**config.mk**
```make
export PLATFORM = sky130hd
export DESIGN_NAME = writeback_buffer
export DESIGN_NICKNAME = d
export VERILOG_FILES = /design/src/rtl/writeback_buffer_pkg.sv /design/src/rtl/writeback_forward.sv /design/src/rtl/writeback_buffer.sv
export SDC_FILE = /design/constraint.sdc
export NUM_CORES = 1
export LEC_CHECK = 0
export BUFFER_PORTS_ARGS = -buffer_cell sky130_fd_sc_hd__buf_2
export CAP_MARGIN = 0
export CORE_MARGIN = 2
export CORE_UTILIZATION = 35
export CTS_CLUSTER_DIAMETER = 40
export CTS_CLUSTER_SIZE = 8
export DETAILED_ROUTE_END_ITERATION = 10
export GPL_TIMING_DRIVEN = 0
export SLEW_MARGIN = 30
export SYNTH_ARGS = -nofsm -noshare
export SYNTH_HDL_FRONTEND = slang
export SYNTH_SLANG_ARGS = --single-unit
```
**constraint.sdc**
```tcl
create_clock -name Clk -period 5.73 [get_ports Clk]
set_input_delay 1.146 -clock Clk [delete_from_list [all_inputs] [get_ports Clk]]
set_output_delay 1.146 -clock Clk [all_outputs]
set_load 0.01 [all_outputs]
```
**src/rtl/writeback_buffer_pkg.sv**
```systemverilog
// Constants shared by the writeback buffer and the register file.
package writeback_buffer_pkg;

   localparam int unsigned REG_ADDR_WIDTH = 5;
   localparam int unsigned DATA_WIDTH     = 32;

   localparam logic [REG_ADDR_WIDTH-1:0] ZERO_REG = '0;

endpackage

```
**src/rtl/writeback_forward.sv**
```systemverilog
// Youngest-match search over the pending entries for one read port.
// Register zero always reads as zero.
module writeback_forward
   import writeback_buffer_pkg::*;
#(
   parameter int unsigned DEPTH = 4
) (
   input  logic [DEPTH-1:0][REG_ADDR_WIDTH-1:0] entry_reg,
   input  logic [DEPTH-1:0][DATA_WIDTH-1:0]     entry_data,
   input  logic [$clog2(DEPTH)-1:0]             head,
   input  logic [$clog2(DEPTH):0]               count,
   input  logic [REG_ADDR_WIDTH-1:0]            read_register,
   input  logic [DATA_WIDTH-1:0]                rf_data,
   output logic [DATA_WIDTH-1:0]                read_data
);

   localparam int unsigned PW = $clog2(DEPTH);
   localparam int unsigned CW = PW + 1;

   logic [PW-1:0] idx;

   // Walk from oldest to youngest so a later match overrides an earlier one.
   always_comb begin
      read_data = rf_data;
      idx       = '0;
      for (int unsigned i = 0; i < DEPTH; i++) begin
         idx = head + PW'(i);
         if ((CW'(i) < count) && (entry_reg[idx] == read_register)) begin
            read_data = entry_data[idx];
         end
      end
      if (read_register == ZERO_REG) begin
         read_data = '0;
      end
   end

endmodule

```
**src/rtl/writeback_buffer.sv**
```systemverilog
// FIFO of pending register-file writes, drained when the write port is free,
// with read-port forwarding of pending data.
module writeback_buffer
   import writeback_buffer_pkg::*;
#(
   parameter int unsigned DEPTH = 4
) (
   input  logic                          Clk,
   input  logic                          Reset,
   input  logic                          InValid,
   output logic                          InReady,
   input  logic [REG_ADDR_WIDTH-1:0]     InRegister,
   input  logic [DATA_WIDTH-1:0]         InData,
   input  logic                          DrainEnable,
   output logic [REG_ADDR_WIDTH-1:0]     WriteRegister,
   output logic [DATA_WIDTH-1:0]         WriteData,
   output logic                          RegWrite,
   input  logic [REG_ADDR_WIDTH-1:0]     ReadRegister1,
   input  logic [REG_ADDR_WIDTH-1:0]     ReadRegister2,
   input  logic [DATA_WIDTH-1:0]         RfData1,
   input  logic [DATA_WIDTH-1:0]         RfData2,
   output logic [DATA_WIDTH-1:0]         ReadData1,
   output logic [DATA_WIDTH-1:0]         ReadData2,
   output logic [$clog2(DEPTH):0]        Count,
   output logic                          Empty
);

   localparam int unsigned PW = $clog2(DEPTH);
   localparam int unsigned CW = PW + 1;

   logic [DEPTH-1:0][REG_ADDR_WIDTH-1:0] reg_mem_q;
   logic [DEPTH-1:0][DATA_WIDTH-1:0]     data_mem_q;
   logic [PW-1:0]                        head_q;
   logic [PW-1:0]                        tail_q;
   logic [CW-1:0]                        count_q;
   logic                                 push;
   logic                                 pop;

   always_comb begin
      InReady       = (count_q < CW'(DEPTH));
      Empty         = (count_q == '0);
      Count         = count_q;
      // Register-zero requests complete the handshake but never occupy an entry.
      push          = InValid && InReady && (InRegister != ZERO_REG);
      pop           = !Empty && DrainEnable;
      RegWrite      = pop;
      WriteRegister = Empty ? '0 : reg_mem_q[head_q];
      WriteData     = Empty ? '0 : data_mem_q[head_q];
   end

   always_ff @(posedge Clk) begin
      if (Reset) begin
         head_q  <= '0;
         tail_q  <= '0;
         count_q <= '0;
      end else begin
         if (push) begin
            reg_mem_q[tail_q]  <= InRegister;
            data_mem_q[tail_q] <= InData;
            tail_q             <= tail_q + 1'b1;
         end
         if (pop) begin
            head_q <= head_q + 1'b1;
         end
         count_q <= count_q + CW'(push) - CW'(pop);
      end
   end

   writeback_forward #(
      .DEPTH (DEPTH)
   ) u_forward1 (
      .entry_reg     (reg_mem_q),
      .entry_data    (data_mem_q),
      .head          (head_q),
      .count         (count_q),
      .read_register (ReadRegister1),
      .rf_data       (RfData1),
      .read_data     (ReadData1)
   );

   writeback_forward #(
      .DEPTH (DEPTH)
   ) u_forward2 (
      .entry_reg     (reg_mem_q),
      .entry_data    (data_mem_q),
      .head          (head_q),
      .count         (count_q),
      .read_register (ReadRegister2),
      .rf_data       (RfData2),
      .read_data     (ReadData2)
   );

endmodule

```
==> flow_summary.json <==
{
  "status": "complete, no violations",
  "arrival_ns": 4.35,
  "clk_pin_slew_worst_paths_ns": 0.07,
  "critPathBufInv": 5,
  "vias_per_cell": 5.692,
  "vias": 11100,
  "totalWireLength_mm": 46.31,
  "maxCapViolCount": 0,
  "synth-seq-cells": 155,
  "skew_ns": 0.008074,
  "fmax_ghz": 0.1818,
  "grt_overflow": 0,
  "grt_start_max_net_pins": 34,
  "nets": 1605,
  "firstDrtPassIters": 6,
  "area_delta_synth_final_pct": 19.34,
  "rsz0062_at_grt": "false",
  "p_per_area_nw_per_um2": 369.8,
  "die-area_um2": 36630,
  "route.detailed.drc": 0,
  "setup_viol": 0,
  "cp.required_ns": 4.58,
  "grt_pass1_wl_mm": 67.63,
  "synthTopCellsByArea": "edfxtp_1 36%, mux2i_1 9.1%, mux2_2 8.4%",
  "dp_hpwl_mm": 33.70,
  "synth_fp_nets": 1370,
  "ys.flop_type": "edfxtp_1",
  "cts_htree_levels": 4,
  "crit_family": "buffers and inverters",
  "rows": 68,
  "numPortBuffers": 211,
  "cts_tree": "built",
  "multi_input_area_um2": 7029,
  "cts.hold.buffers_added": 0,
  "hold_class": "flip-flop to flip-flop",
  "syn_avg_cell_area_um2": 9.864,
  "finalCriticalPeriod_ns": 5.500,
  "grt_antenna_before_repair": 2,
  "synth.top_cell.area_share": 0.3616,
  "place_congestion": 0.9259,
  "ant_nets": 0,
  "die_y_um": 191.4,
  "wl_per_cell_um": 23.75,
  "critPathKind": "flip-flop to primary output",
  "ys.warnings.count": 0,
  "slowest_delay_ns": 0.82,
  "finalSetupTns_ns": 0,
  "ff_latch_area_um2": 4584,
  "worst_setup_path_start_kind": "flip-flop",
  "cp-end-kind": "primary output",
  "cts-root-buf": "clkbuf_16",
  "yosys.cell_types.count": 46,
  "die_x_um": 191.4,
  "async_flop_share": 0,
  "worst_slew_pin_slew_ns": 1.046,
  "cts_setup_buffers": 0,
  "place_worst_setup_slack_ns": 0.5574,
  "grt_pass1_vias": 11010,
  "layout-drive-gt1-share": 0.3025,
  "synth_area_leader_cell": "edfxtp_1",
  "synth-edff-count": 148,
  "coreArea_um2": 34540,
  "critPathSlowestCell": "clkbuf_1",
  "crit_fanout": 10,
  "yosys.cell_count.top_type": "edfxtp_1",
  "syn_inst": 1246,
  "cts_buffers": 17,
  "final_min_period_over_clock_period": 0.9599,
  "peakVddDrop_mv": 0.2796,
  "slew_headroom": 0.3025,
  "p_leak_nw": 5.725,
  "grt.total_usage": 0.2491,
  "clock_sinks": 155,
  "hold_violations": 0,
  "cts-resized-gates": 0,
  "setup_ws_ns": 0.2295,
  "synthTopCellsByCount": "148 x edfxtp_1, 135 x nor2_1, 129 x nand2_1",
  "initial_core_util": 0.3558,
  "fill_cells": 3427,
  "drt_iter0_drc": 988,
  "io_pins": 222,
  "slew_viol_final": 0,
  "clk_path_buf_depth": 2,
  "clk_latency_ns": 0.43,
  "path_common_cell": "buf_2",
  "path_cells": "buf_2, buf_2, buf_2, mux4_2, xnor2_1, nand4_1, nor3_4, clkbuf_1, a211oi_2, buf_2",
  "synth.yosys.seq_area_share": 0.3730,
  "syn_area_um2": 12290
}
[layout make-up]
cell class                      instances  area share
Clock buffer                           17     0.02900
Clock inverter                         15     0.01262
Antenna cell                            1   0.0001706
Timing Repair Buffer                  216     0.08001
Sequential cell                       155      0.3125
Tap cell                              455     0.03881
Buffer                                115     0.03736
Inverter                               40     0.01024
Multi-Input combinational cell        936      0.4792
[final timing paths]
path                   endpoint  cells past startpoint  slack [ns]       from
setup / recovery  ReadData2[12]                     10        0.23  head_q[1]
hold / removal        tail_q[1]                      2        0.56  tail_q[1]
setup reg to reg      head_q[1]                      8        2.88  head_q[1]
hold reg to reg       tail_q[1]                      2        0.56  tail_q[1]
[cells by family after synthesis]
kind of cell,Yosys count,share of synthesized area
buf+inv,155,0.05681
flops,155,0.3730
mux,223,0.2134
fa+ha+maj,9,0.009773
compound gates,324,0.1949
simple gates,333,0.1174
xor+xnor,47,0.03471
[worst reg2reg max path, delay by kind of cell (launching register included)]
kind,cells,cell delay [ns]
buf+inv,6,2.20
xor+xnor,1,0.20
simple gates,1,0.05
flops,1,0.29
[stage by stage]
step                      power, mW  cell area [um^2]  hold WS [ns]  utilization  instances
final                         5.424             14670        0.5633       0.4246       1950
after CTS                     5.390             14650        0.5683       0.4240       1948
after floorplan               3.289             12290        0.5175            -       1246
after detailed placement      4.209             14040        0.5531       0.4063       1916
after global routing          5.686             14670        0.6198       0.4246       1950
after global placement        4.166             13920        0.5425       0.4029       1912
[layer usage]
metal  track usage  vias up  wire length, um
li1              -     5046                -
met1        0.3240     5273            19010
met2        0.4016      665            21010
met3       0.05049      113             4522
met4        0.1062        2             1758
met5             0        -               13
[state kept, by name (all words and copies together), names as in the netlist]
name        flops
Count           3
tail_q          2
head_q          2
data_mem_q    128
reg_mem_q      20
[power breakdown]
group          switching, mW  internal (mW)
Combinational           1.76           1.12
Sequential            0.0392           1.31
Clock                  0.494          0.694
Total                   2.29           3.13
[placed cells by master, fill, tap and decap left out, drive strengths merged, types with 3 or more instances in the layout]
| cell type | n |
|---|---|
| buf | 262 |
| edfxtp | 148 |
| nor2 | 135 |
| nand2 | 129 |
| mux2i | 112 |
| a21oi | 99 |
| o21ai | 93 |
| mux2 | 92 |
| clkbuf | 86 |
| inv | 45 |
| nor2b | 40 |
| a211o | 34 |
| xnor2 | 33 |
| a221oi | 32 |
| a211oi | 32 |
| o211ai | 31 |
| mux4 | 19 |
| xor2 | 14 |
| ha | 8 |
| dfxtp | 7 |
| nand4 | 7 |
| nor3 | 6 |
| clkinv | 5 |
| and2 | 4 |
| or3 | 3 |
| bufinv | 3 |
No activity file was read; power rests on OpenSTA's default activity.
